## src/rtl/mvu_job_scheduler_pkg.sv

```systemverilog
// Shared types and default sizing for the MVU job scheduler slice.
package mvu_job_scheduler_pkg;

    localparam int DEF_NMVU       = 8;
    localparam int DEF_DESC_W     = 64;
    localparam int DEF_ID_W       = 8;
    localparam int DEF_FIFO_DEPTH = 8;

    // Lifecycle of one MVU slot: free, running a job, or holding an undelivered completion.
    typedef enum logic [1:0] {
        MVU_IDLE = 2'd0,
        MVU_RUN  = 2'd1,
        MVU_PEND = 2'd2
    } mvu_state_t;

    // One queued job as pito hands it over; the descriptor is opaque to the scheduler.
    typedef struct packed {
        logic [DEF_DESC_W-1:0] desc;
        logic [DEF_ID_W-1:0]   id;
    } job_t;

endpackage

```

## src/rtl/mvu_job_scheduler_if.sv

```systemverilog
// Bundle of the pito job port, the MVU start/done lines and the completion port.
// master = pito / MVU array side, slave = scheduler side.
interface mvu_job_scheduler_if
    import mvu_job_scheduler_pkg::*;
#(
    parameter int NMVU       = DEF_NMVU,
    parameter int DESC_W     = DEF_DESC_W,
    parameter int ID_W       = DEF_ID_W,
    parameter int FIFO_DEPTH = DEF_FIFO_DEPTH
);
    localparam int IDX_W = $clog2(NMVU);
    localparam int CNT_W = $clog2(FIFO_DEPTH) + 1;

    logic              job_valid;
    logic              job_ready;
    logic [DESC_W-1:0] job_desc;
    logic [ID_W-1:0]   job_id;

    logic [NMVU-1:0]   mvu_start;
    logic [DESC_W-1:0] mvu_desc;
    logic [NMVU-1:0]   mvu_done;

    logic              cmpl_valid;
    logic              cmpl_ready;
    logic [ID_W-1:0]   cmpl_id;
    logic [IDX_W-1:0]  cmpl_mvu;

    logic [CNT_W-1:0]  q_count;
    logic              busy;
    logic              err_spur;

    modport master (
        output job_valid, job_desc, job_id, mvu_done, cmpl_ready,
        input  job_ready, mvu_start, mvu_desc, cmpl_valid, cmpl_id, cmpl_mvu,
               q_count, busy, err_spur
    );

    modport slave (
        input  job_valid, job_desc, job_id, mvu_done, cmpl_ready,
        output job_ready, mvu_start, mvu_desc, cmpl_valid, cmpl_id, cmpl_mvu,
               q_count, busy, err_spur
    );

endinterface

```

## src/rtl/mvu_job_scheduler_sync_fifo.sv

```systemverilog
// Single-clock FIFO with a registered occupancy count; DEPTH must be a power of two.
// Pushes while full and pops while empty are ignored.
module sync_fifo #(
    parameter int WIDTH = 72,
    parameter int DEPTH = 8
) (
    input  logic                     clk,
    input  logic                     rst_n,
    input  logic                     push_i,
    input  logic [WIDTH-1:0]         wdata_i,
    input  logic                     pop_i,
    output logic [WIDTH-1:0]         rdata_o,
    output logic [$clog2(DEPTH):0]   count_o,
    output logic                     full_o,
    output logic                     empty_o
);
    localparam int PTR_W = $clog2(DEPTH);
    localparam int CNT_W = PTR_W + 1;

    logic [WIDTH-1:0] mem_q [DEPTH];
    logic [PTR_W-1:0] wrPtr_q;
    logic [PTR_W-1:0] rdPtr_q;
    logic [CNT_W-1:0] count_q;
    logic             pushOk;
    logic             popOk;

    assign full_o  = (count_q == CNT_W'(DEPTH));
    assign empty_o = (count_q == '0);
    assign pushOk  = push_i && !full_o;
    assign popOk   = pop_i && !empty_o;
    assign rdata_o = mem_q[rdPtr_q];
    assign count_o = count_q;

    // Storage array; contents need no reset because the count guards every read.
    always_ff @(posedge clk) begin
        if (pushOk) begin
            mem_q[wrPtr_q] <= wdata_i;
        end
    end

    // Pointers wrap naturally at DEPTH; count tracks simultaneous push and pop.
    always_ff @(posedge clk) begin
        if (!rst_n) begin
            wrPtr_q <= '0;
            rdPtr_q <= '0;
            count_q <= '0;
        end else begin
            if (pushOk) begin
                wrPtr_q <= wrPtr_q + 1'b1;
            end
            if (popOk) begin
                rdPtr_q <= rdPtr_q + 1'b1;
            end
            case ({pushOk, popOk})
                2'b10:   count_q <= count_q + 1'b1;
                2'b01:   count_q <= count_q - 1'b1;
                default: count_q <= count_q;
            endcase
        end
    end

endmodule

```

## src/rtl/mvu_job_scheduler.sv

```systemverilog
// Queues pito job descriptors and issues them round-robin to idle MVUs, then hands
// each MVU's completion back to pito before the MVU may take another job.
module mvu_job_scheduler
    import mvu_job_scheduler_pkg::*;
#(
    parameter int NMVU       = DEF_NMVU,
    parameter int DESC_W     = DEF_DESC_W,
    parameter int ID_W       = DEF_ID_W,
    parameter int FIFO_DEPTH = DEF_FIFO_DEPTH
) (
    input  logic                  clk,
    input  logic                  rst_n,
    mvu_job_scheduler_if.slave    bus
);
    localparam int IDX_W  = $clog2(NMVU);
    localparam int CNT_W  = $clog2(FIFO_DEPTH) + 1;
    localparam int WORD_W = DESC_W + ID_W;

    mvu_state_t        mvuState_q [NMVU];
    mvu_state_t        mvuState_d [NMVU];
    logic [ID_W-1:0]   idTbl_q    [NMVU];
    logic [ID_W-1:0]   idTbl_d    [NMVU];
    logic [IDX_W-1:0]  rrPtr_q,    rrPtr_d;
    logic [IDX_W-1:0]  cmplPtr_q,  cmplPtr_d;
    logic [NMVU-1:0]   mvuStart_q, mvuStart_d;
    logic [DESC_W-1:0] mvuDesc_q,  mvuDesc_d;
    logic              errSpur_q,  errSpur_d;

    logic [NMVU-1:0]   idleMask;
    logic [NMVU-1:0]   runMask;
    logic [NMVU-1:0]   pendMask;
    logic [WORD_W-1:0] headWord;
    logic [CNT_W-1:0]  fifoCount;
    logic              fifoFull;
    logic              fifoEmpty;
    logic              pushEn;
    logic              popEn;
    logic              dispatchGo;
    logic [IDX_W-1:0]  grantIdx;
    logic [IDX_W-1:0]  cmplSel;

    // First set bit of mask at or after ptr, wrapping; returns ptr when mask is empty.
    function automatic logic [IDX_W-1:0] rr_pick(input logic [NMVU-1:0] mask,
                                                 input logic [IDX_W-1:0] ptr);
        logic [IDX_W-1:0] pick;
        int idx;
        pick = ptr;
        for (int k = NMVU - 1; k >= 0; k--) begin
            idx = int'(ptr) + k;
            if (idx >= NMVU) begin
                idx = idx - NMVU;
            end
            if (mask[idx]) begin
                pick = IDX_W'(idx);
            end
        end
        return pick;
    endfunction

    function automatic logic [IDX_W-1:0] rr_next(input logic [IDX_W-1:0] i);
        return (int'(i) == NMVU - 1) ? '0 : i + 1'b1;
    endfunction

    assign pushEn = bus.job_valid && !fifoFull;

    sync_fifo #(
        .WIDTH (WORD_W),
        .DEPTH (FIFO_DEPTH)
    ) u_job_fifo (
        .clk     (clk),
        .rst_n   (rst_n),
        .push_i  (pushEn),
        .wdata_i ({bus.job_desc, bus.job_id}),
        .pop_i   (popEn),
        .rdata_o (headWord),
        .count_o (fifoCount),
        .full_o  (fifoFull),
        .empty_o (fifoEmpty)
    );

    // Decode the per-MVU state table into eligibility, running and pending masks.
    always_comb begin
        idleMask = '0;
        runMask  = '0;
        pendMask = '0;
        for (int i = 0; i < NMVU; i++) begin
            idleMask[i] = (mvuState_q[i] == MVU_IDLE);
            runMask[i]  = (mvuState_q[i] == MVU_RUN);
            pendMask[i] = (mvuState_q[i] == MVU_PEND);
        end
    end

    assign dispatchGo = !fifoEmpty && (|idleMask);
    assign grantIdx   = rr_pick(idleMask, rrPtr_q);
    assign cmplSel    = rr_pick(pendMask, cmplPtr_q);

    // Next state: one dispatch per cycle, done pulses move RUN to PEND, a completion
    // handshake frees the presented MVU. While a record waits, the completion pointer
    // parks on it so newly pending MVUs cannot displace the presented record.
    always_comb begin
        mvuState_d = mvuState_q;
        idTbl_d    = idTbl_q;
        rrPtr_d    = rrPtr_q;
        cmplPtr_d  = cmplPtr_q;
        mvuStart_d = '0;
        mvuDesc_d  = '0;
        errSpur_d  = errSpur_q;
        popEn      = 1'b0;

        if (dispatchGo) begin
            popEn                = 1'b1;
            mvuStart_d[grantIdx] = 1'b1;
            mvuDesc_d            = headWord[WORD_W-1:ID_W];
            idTbl_d[grantIdx]    = headWord[ID_W-1:0];
            mvuState_d[grantIdx] = MVU_RUN;
            rrPtr_d              = rr_next(grantIdx);
        end

        for (int i = 0; i < NMVU; i++) begin
            if (bus.mvu_done[i]) begin
                if (mvuState_q[i] == MVU_RUN) begin
                    mvuState_d[i] = MVU_PEND;
                end else begin
                    errSpur_d = 1'b1;
                end
            end
        end

        if (|pendMask) begin
            if (bus.cmpl_ready) begin
                mvuState_d[cmplSel] = MVU_IDLE;
                cmplPtr_d           = rr_next(cmplSel);
            end else begin
                cmplPtr_d           = cmplSel;
            end
        end
    end

    // State register with synchronous active-low reset dropping all in-flight work.
    always_ff @(posedge clk) begin
        if (!rst_n) begin
            for (int i = 0; i < NMVU; i++) begin
                mvuState_q[i] <= MVU_IDLE;
                idTbl_q[i]    <= '0;
            end
            rrPtr_q    <= '0;
            cmplPtr_q  <= '0;
            mvuStart_q <= '0;
            mvuDesc_q  <= '0;
            errSpur_q  <= 1'b0;
        end else begin
            mvuState_q <= mvuState_d;
            idTbl_q    <= idTbl_d;
            rrPtr_q    <= rrPtr_d;
            cmplPtr_q  <= cmplPtr_d;
            mvuStart_q <= mvuStart_d;
            mvuDesc_q  <= mvuDesc_d;
            errSpur_q  <= errSpur_d;
        end
    end

    assign bus.job_ready  = !fifoFull;
    assign bus.mvu_start  = mvuStart_q;
    assign bus.mvu_desc   = mvuDesc_q;
    assign bus.cmpl_valid = |pendMask;
    assign bus.cmpl_id    = idTbl_q[cmplSel];
    assign bus.cmpl_mvu   = cmplSel;
    assign bus.q_count    = fifoCount;
    assign bus.busy       = (fifoCount != '0) || (|runMask) || (|pendMask);
    assign bus.err_spur   = errSpur_q;

endmodule
```

## src/flat_wrapper.sv

```systemverilog
// flat-port wrapper written by rule: the top's interface ports become plain ports
module mvu_job_scheduler_flat import mvu_job_scheduler_pkg::*;
#(
    parameter int NMVU       = DEF_NMVU,
    parameter int DESC_W     = DEF_DESC_W,
    parameter int ID_W       = DEF_ID_W,
    parameter int FIFO_DEPTH = DEF_FIFO_DEPTH
)
  (clk, rst_n, bus_job_valid, bus_job_desc, bus_job_id, bus_mvu_done, bus_cmpl_ready, bus_job_ready, bus_mvu_start, bus_mvu_desc, bus_cmpl_valid, bus_cmpl_id, bus_cmpl_mvu, bus_q_count, bus_busy, bus_err_spur);
  mvu_job_scheduler_if #(.NMVU(NMVU), .DESC_W(DESC_W), .ID_W(ID_W), .FIFO_DEPTH(FIFO_DEPTH)) bus_i ();
  input  logic clk;
  input  logic rst_n;
  input wire logic [$bits(bus_i.job_valid)-1:0] bus_job_valid;
  input wire logic [$bits(bus_i.job_desc)-1:0] bus_job_desc;
  input wire logic [$bits(bus_i.job_id)-1:0] bus_job_id;
  input wire logic [$bits(bus_i.mvu_done)-1:0] bus_mvu_done;
  input wire logic [$bits(bus_i.cmpl_ready)-1:0] bus_cmpl_ready;
  output wire logic [$bits(bus_i.job_ready)-1:0] bus_job_ready;
  output wire logic [$bits(bus_i.mvu_start)-1:0] bus_mvu_start;
  output wire logic [$bits(bus_i.mvu_desc)-1:0] bus_mvu_desc;
  output wire logic [$bits(bus_i.cmpl_valid)-1:0] bus_cmpl_valid;
  output wire logic [$bits(bus_i.cmpl_id)-1:0] bus_cmpl_id;
  output wire logic [$bits(bus_i.cmpl_mvu)-1:0] bus_cmpl_mvu;
  output wire logic [$bits(bus_i.q_count)-1:0] bus_q_count;
  output wire logic [$bits(bus_i.busy)-1:0] bus_busy;
  output wire logic [$bits(bus_i.err_spur)-1:0] bus_err_spur;
  assign bus_i.job_valid = bus_job_valid;
  assign bus_i.job_desc = bus_job_desc;
  assign bus_i.job_id = bus_job_id;
  assign bus_i.mvu_done = bus_mvu_done;
  assign bus_i.cmpl_ready = bus_cmpl_ready;
  assign bus_job_ready = bus_i.job_ready;
  assign bus_mvu_start = bus_i.mvu_start;
  assign bus_mvu_desc = bus_i.mvu_desc;
  assign bus_cmpl_valid = bus_i.cmpl_valid;
  assign bus_cmpl_id = bus_i.cmpl_id;
  assign bus_cmpl_mvu = bus_i.cmpl_mvu;
  assign bus_q_count = bus_i.q_count;
  assign bus_busy = bus_i.busy;
  assign bus_err_spur = bus_i.err_spur;
  mvu_job_scheduler #(.NMVU(NMVU), .DESC_W(DESC_W), .ID_W(ID_W), .FIFO_DEPTH(FIFO_DEPTH)) u_core (.clk(clk), .rst_n(rst_n), .bus(bus_i));
endmodule
```

## config.mk

```make
export PLATFORM = sky130hd
export DESIGN_NAME = mvu_job_scheduler_flat
export DESIGN_NICKNAME = d
export VERILOG_FILES = /design/src/rtl/mvu_job_scheduler_pkg.sv /design/src/rtl/mvu_job_scheduler_if.sv /design/src/rtl/mvu_job_scheduler_sync_fifo.sv /design/src/rtl/mvu_job_scheduler.sv /design/src/flat_wrapper.sv
export SDC_FILE = /design/constraint.sdc
export NUM_CORES = 1
export LEC_CHECK = 0
export CAP_MARGIN = 20
export CORE_MARGIN = 2
export CORE_UTILIZATION = 64
export DETAILED_ROUTE_END_ITERATION = 12
export PLACE_DENSITY = 0.94
export SLEW_MARGIN = 30
export SYNTH_ARGS = -nofsm -noshare
export SYNTH_HDL_FRONTEND = slang
export SYNTH_SLANG_ARGS = --single-unit
export TNS_END_PERCENT = 20
```

## constraint.sdc

```tcl
create_clock -name clk -period 26.4 [get_ports clk]
set_input_delay 7.92 -clock clk [delete_from_list [all_inputs] [get_ports clk]]
set_output_delay 7.92 -clock clk [all_outputs]
set_load 0.02 [all_outputs]
```

# Word-level counts from Yosys, hierarchy flattened
# Memory sizes are Yosys's and may differ from the RTL's. A register that Yosys moved wholly into a read port is not among the register bits.
# Index checks and enable logic that the tools add are counted.
# Widths: inputs -> output; s select.
# word_totals
regBits,169
ram_bits,576
inputBits,84
output_inout_bits,91
memories,1
# mem_list
name,words,word_bits,read_ports,rd_ports_with_merged_regs,wr,line_no,rtl
u_core.u_job_fifo.mem_q,8,72,1,1,1,mvu_job_scheduler_sync_fifo.sv:20,logic [WIDTH-1:0] mem_q [DEPTH];
# classes
add_sub_neg,36
magnitude_cmp,38
eq_ne,21
mux,136
bitwise_logic,7
n_reduce_logical,26
# ops
cell,count
$lt 32x5->1 const B,16
$mux 32,16
$ge 32x5->1 const B,14
$sub 32x5->32 const B,14
$bwmux 64,1
$mux 3,21
$mux 1,52
$bmux 1 s3,16
$mux 16,3
$mux 2,18
$add 3x3->4 const B,8
$bmux 8 s3,1
$demux 8 s3,1
$mux 8,3
$reduce_or 8->1,3
$eq 2x1->1 const B,9
$eq 2x2->1 const B,9
$add 3x2->4 const B,4
$and 16x16->16,1
$logic_not 2->1,8
$not 16->16,1
$add 3x1->3 const B,4
$demux 2 s3,2
$sub 3x4->5 const B,2
23 further kinds,37

# Longest topological paths before layout
# logic_depth
word_depth,27
mapped_depth,17
ltp_nobuf,14

# By module
# A second synthesis with hierarchy kept.
# hier_totals
hier_cells,1876
area_unflattened_um2,30958.4
# modules_own_cells
mod,instances,cells_each,area_each_um2,seq_area_each_um2
sync_fifo,1,907,22522.9,17556.8
mvu_job_scheduler,1,969,8435.6,3183.1

# Worst setup path after synthesis
# OpenSTA, ideal clock, no wires.
# synth_path
path_type,input -> register
from,input bus_job_valid
to,"memory u_core.u_job_fifo.mem_q[2][0], enable pin"
arrival_time_ns,15.502
required_ns,25.695
slack_ns,10.193
cell_stages,2
path_buffers,0
path_cell_list,nand2_1 nor4b_1
# synth_between
elab_chain_cells,4
# synth_lines
item,line_no,rtl
from (decl),flat_wrapper.sv:13,input wire logic [$bits(bus_i.job_valid)-1:0] bus_job_valid;
$logic_and 1x1->1,mvu_job_scheduler.sv:64,assign pushEn = bus.job_valid && !fifoFull;
$logic_and 1x1->1,mvu_job_scheduler_sync_fifo.sv:29,assign pushOk = push_i && !full_o;
$mux 1,mvu_job_scheduler_sync_fifo.sv:36,if (pushOk) begin
$mux 1 (implied by the code),mvu_job_scheduler_sync_fifo.sv:37,mem_q[wrPtr_q] <= wdata_i;
to (decl),mvu_job_scheduler_sync_fifo.sv:20,
# No other way between the ends.

# Final worst setup path
# layout_path
from,register u_core.cmplPtr_q[1]
to,output bus_cmpl_id[7]
# layout_between
elab_chain_cells,18
elab_cells_between_ends,67
classes_between,add/sub (15); order compare (8); mux (43); bitwise (1)
# layout_lines
item,line_no,rtl
from (decl),mvu_job_scheduler.sv:24,"logic [IDX_W-1:0] cmplPtr_q, cmplPtr_d;"
from (signal assigned),mvu_job_scheduler.sv:155,cmplPtr_q <= cmplPtr_d;
$add 3x3->4,mvu_job_scheduler.sv:49,idx = int'(ptr) + k;
$sub 32x5->32 or $ge 32x5->1 (tied branches),"mvu_job_scheduler.sv:51, mvu_job_scheduler.sv:50",
$mux 32,mvu_job_scheduler.sv:50,if (idx >= NMVU) begin
$bmux 1 s3,mvu_job_scheduler.sv:53,if (mask[idx]) begin
$mux 1 (implied by the code) (2 in series),mvu_job_scheduler.sv:53,
$mux 3 (7 in series),mvu_job_scheduler.sv:53,
$mux 3 *,mvu_job_scheduler.sv:53,
$not 3->4 (implied by the code) *,mvu_job_scheduler.sv:166,assign bus.cmpl_id = idTbl_q[cmplSel];
$bmux 8 s3 *,mvu_job_scheduler.sv:166,
$mux 8 (implied by the code) * (2 in series),mvu_job_scheduler.sv:166,
to (decl),flat_wrapper.sv:22,output wire logic [$bits(bus_i.cmpl_id)-1:0] bus_cmpl_id;
# Every way passes the cells marked *; elsewhere a longest branch is shown, timed or not. The select of a mux whose other input is x is not followed.

==> run_results.csv <==
group,metric,value,unit
critical_path,end_kind,"primary output",
floorplan,die_area,0.04855,mm²
sta,fmax,72.93,MHz
synth,ys_warn_count,0,
critical_path,critPathRequiredTime,18480,ps
clock_tree,clk_pin_slew,50,ps
placement,post-place-ws,13440,ps
synth,synth_nets,1856,
route,ant_nets,0,
global_routing,grt_pass1_wl,115.8,mm
clock_tree,postCtsSetupBuffers,0,
placement,routabilityCongestion,0.8524,
sta,setup_ws,12690,ps
critical_path,path_cells,"clkinv_1 -> ha_1 -> clkinv_1 -> mux2i_1 -> nand3_1 -> nand3_2 -> a31oi_4 -> xnor2_4 -> inv_4 -> mux2i_1 -> a32o_1 -> a221oi_2 -> clkdlybuf4s50_1",
cells_and_area,nFillCells,2330,
route,vias,17870,
sta,holdWs,456.8,ps
clock_tree,htree_levels,3,
critical_path,cp.arrival,5790,ps
critical_path,cp-start-kind,"flip-flop",
clock_tree,cts_buffer_depth,3,
critical_path,cp_slowest_stage_delay,680,ps
synth,synth_area_per_cell,17.02,µm²
sta,tightestPinTransition,1017,ps
route,dr.pass1.iters,7,
critical_path,path_buf_inv,4,
critical_path,slowest_stage,"dfxtp_1",
route,wl_per_cell,30.10,µm
cells_and_area,drive_gt1_share,18.62,%
sta,rsz0062_at_grt,"false",
critical_path,cpLargestDelayFamily,"buffers and inverters",
placement,hpwl,38.99,mm
clock_tree,cts.root.buffer_cell,"clkbuf_16",
route,wl,78.71,mm
critical_path,cp_max_fo,30,
global_routing,grt_usage,32.88,%
synth,synth_seq_cells,748,
sta,finalCritPeriodShare,51.94,%
synth,syn_area,0.02995,mm²
floorplan,fp.dieW,220.3,µm
synth,synth-async-reset-ratio,0,%
clock_tree,clk_latency,630,ps
power_and_ir_drop,leakage,11.54,nW
route,drtIter0Drc,2382,
sta,drv_slew,0,
sta,skew,28.67,ps
critical_path,crit_type,"flip-flop to primary output",
floorplan,placementRows,79,
sta,relSlewSlack,31.61,%
sta,final.setup.tns,0,ps
sta,finalHoldViolCount,0,
global_routing,grt_max_degree,105,
synth,synth.most_common_cell,"edfxtp_1",
synth,synth_edf_count,576,
route,post-route-drc-count,0,
synth,ys_seq_area_share,69.24,%
cells_and_area,nNetsFinal,2040,
synth,ys_types,95,
cells_and_area,utilization,75.06,%
clock_tree,cts_tree,"done",
clock_tree,clock-sinks,748,
floorplan,core_area,0.04636,mm²
worst_hold_path,hold_path.class,"flip-flop to flip-flop",
floorplan,start_util,64.61,%
run_status,status,"completed",
synth,yosysTopAreaCellShare,57.75,%
clock_tree,numCtsBuffers,73,
cells_and_area,finalInstanceArea,0.03480,mm²
global_routing,grt_pass1_vias,17540,
global_routing,antenna_found_initial,8,
synth,yosys.area.top_type,"edfxtp_1",
synth,ys.flop_type,"edfxtp_1",
clock_tree,post_cts_resized,0,
global_routing,gr-total-overflow,0,
sta,finalWorstPathRequiredPeriod,13710,ps
sta,setup_viol,0,
power_and_ir_drop,p_per_area,109.8,mW/mm²
floorplan,die_h,220.3,µm
cells_and_area,area_delta_synth_final,16.17,%
synth,syn_inst,1760,
power_and_ir_drop,ir_worst_vdd,0.1296,mV
placement,place_area,0.03227,mm²
floorplan,io_pins,175,
route,via_per_inst,6.832,
placement,portBuffers,174,
clock_tree,hold_buffers,0,
synth,synth_area_leaders,"edfxtp_1 (58%), mux4_2 (12%), dfxtp_1 (11%)",
synth,ys_top_cells_by_count,"edfxtp_1 (576), dfxtp_1 (172), mux4_2 (158), mux2i_1 (154), nand2_1 (127)",
flow_run,maxCapViolations,0,
[metal layers]
metal  global-route usage [%]  vias up  wire, µm
li1                         -     7280         -
met1                    43.76     8977     28410
met2                    55.11     1388     39920
met3                    6.502      213      7699
met4                    10.96        8      2633
met5                        0        -        53
[kinds of logic (layout without fill, tap and decap cells)]
family	count (synthesis)	count (layout)	share of synthesized area, %
muxes	329	329	17.82
xor gates and xnor gates	19	19	0.7310
adders and majority gates	12	12	0.5263
buffers and inverters	121	364	1.888
AOI/OAI and AO/OA	181	181	4.369
DFF	748	748	69.24
other	0	5	0
and+or+nand+nor	350	350	5.426
[worst register-to-register path: stages, from the launching register on]
cell and delay, ps:
dfxtp_1 680, clkinv_1 420, ha_1 680, clkinv_1 400, mux2i_1 330, nand3_1 130, nand3_2 140, a31oi_4 120
xnor2_4 680, inv_4 340, ha_1 380, nand2b_1 140, o211ai_1 90, a21oi_1 100
[sequential cells by signal, indices dropped and copies added, names as in the netlist, named ones only]
signal                     count
u_core.bus.mvu_start           8
u_core.bus.err_spur            1
u_core.cmplPtr_q               3
u_core.u_job_fifo.mem_q      576
u_core.idTbl_q                64
u_core.u_job_fifo.wrPtr_q      3
u_core.mvuState_q             16
u_core.bus.mvu_desc           64
u_core.u_job_fifo.rdPtr_q      3
u_core.rrPtr_q                 3
u_core.u_job_fifo.count_o      4
[stage by stage]
step           total power [mW]  std cells
6_report                  3.819       2615
5_1_grt                   3.941       2613
4_1_cts                   3.810       2608
3_5_place_dp              2.686       2474
3_3_place_gp              2.642       2474
2_1_floorplan             2.323       1760
[power by group]
part           internal (mW)  leakage, nW  switching [mW]
Clock                  0.622         1.21           0.471
Sequential              1.39         6.63           0.107
Combinational          0.546         3.70           0.687
Total                   2.55         11.5            1.26
[cell usage in the layout (no fill, tap or decap), types with 9 or more instances in the layout]
master / synthesis / final
o21ai_0: 27 / 27
buf_4: 6 / 18
mux2_2: 11 / 11
inv_1: 25 / 24
mux4_2: 158 / 158
dfxtp_1: 172 / 169
nand2_1: 127 / 126
nand3_1: 17 / 17
ha_1: 11 / 11
mux2i_1: 154 / 154
nor2_1: 115 / 114
clkinv_2: 0 / 17
clkinv_1: 2 / 10
clkdlybuf4s50_1: 0 / 173
nor3_1: 20 / 18
bufinv_16: 0 / 9
nand2b_1: 11 / 11
clkbuf_1: 42 / 14
a21oi_1: 54 / 54
clkbuf_16: 0 / 75
edfxtp_1: 576 / 576
[worst paths after layout]
kind,from,endpoint,slack [ps],cells after the start
setup / recovery,u_core.cmplPtr_q[1]$_SDFFE_PN0N_,bus_cmpl_id[7],12690,13
setup reg to reg,u_core.cmplPtr_q[1]$_SDFFE_PN0N_,u_core.cmplPtr_q[1]$_SDFFE_PN0N_,21630,13
hold / removal,u_core.idTbl_q[49]$_SDFFE_PN0P_,u_core.idTbl_q[49]$_SDFFE_PN0P_,460,2
hold reg to reg,u_core.idTbl_q[49]$_SDFFE_PN0P_,u_core.idTbl_q[49]$_SDFFE_PN0P_,460,2
[final cells by class]
cell class                      instances  area (µm²)  area share [%]
Sequential cell                       748       20750           59.63
Multi-Input combinational cell        891        8707           25.02
Timing Repair Buffer                  199        1984           5.703
Clock buffer                           91        1957           5.624
Tap cell                              607       759.5           2.183
Clock inverter                         43       501.7           1.442
Inverter                               31       123.9          0.3560
Antenna cell                            5       12.51         0.03596
(Power assumes the default switching activity.)
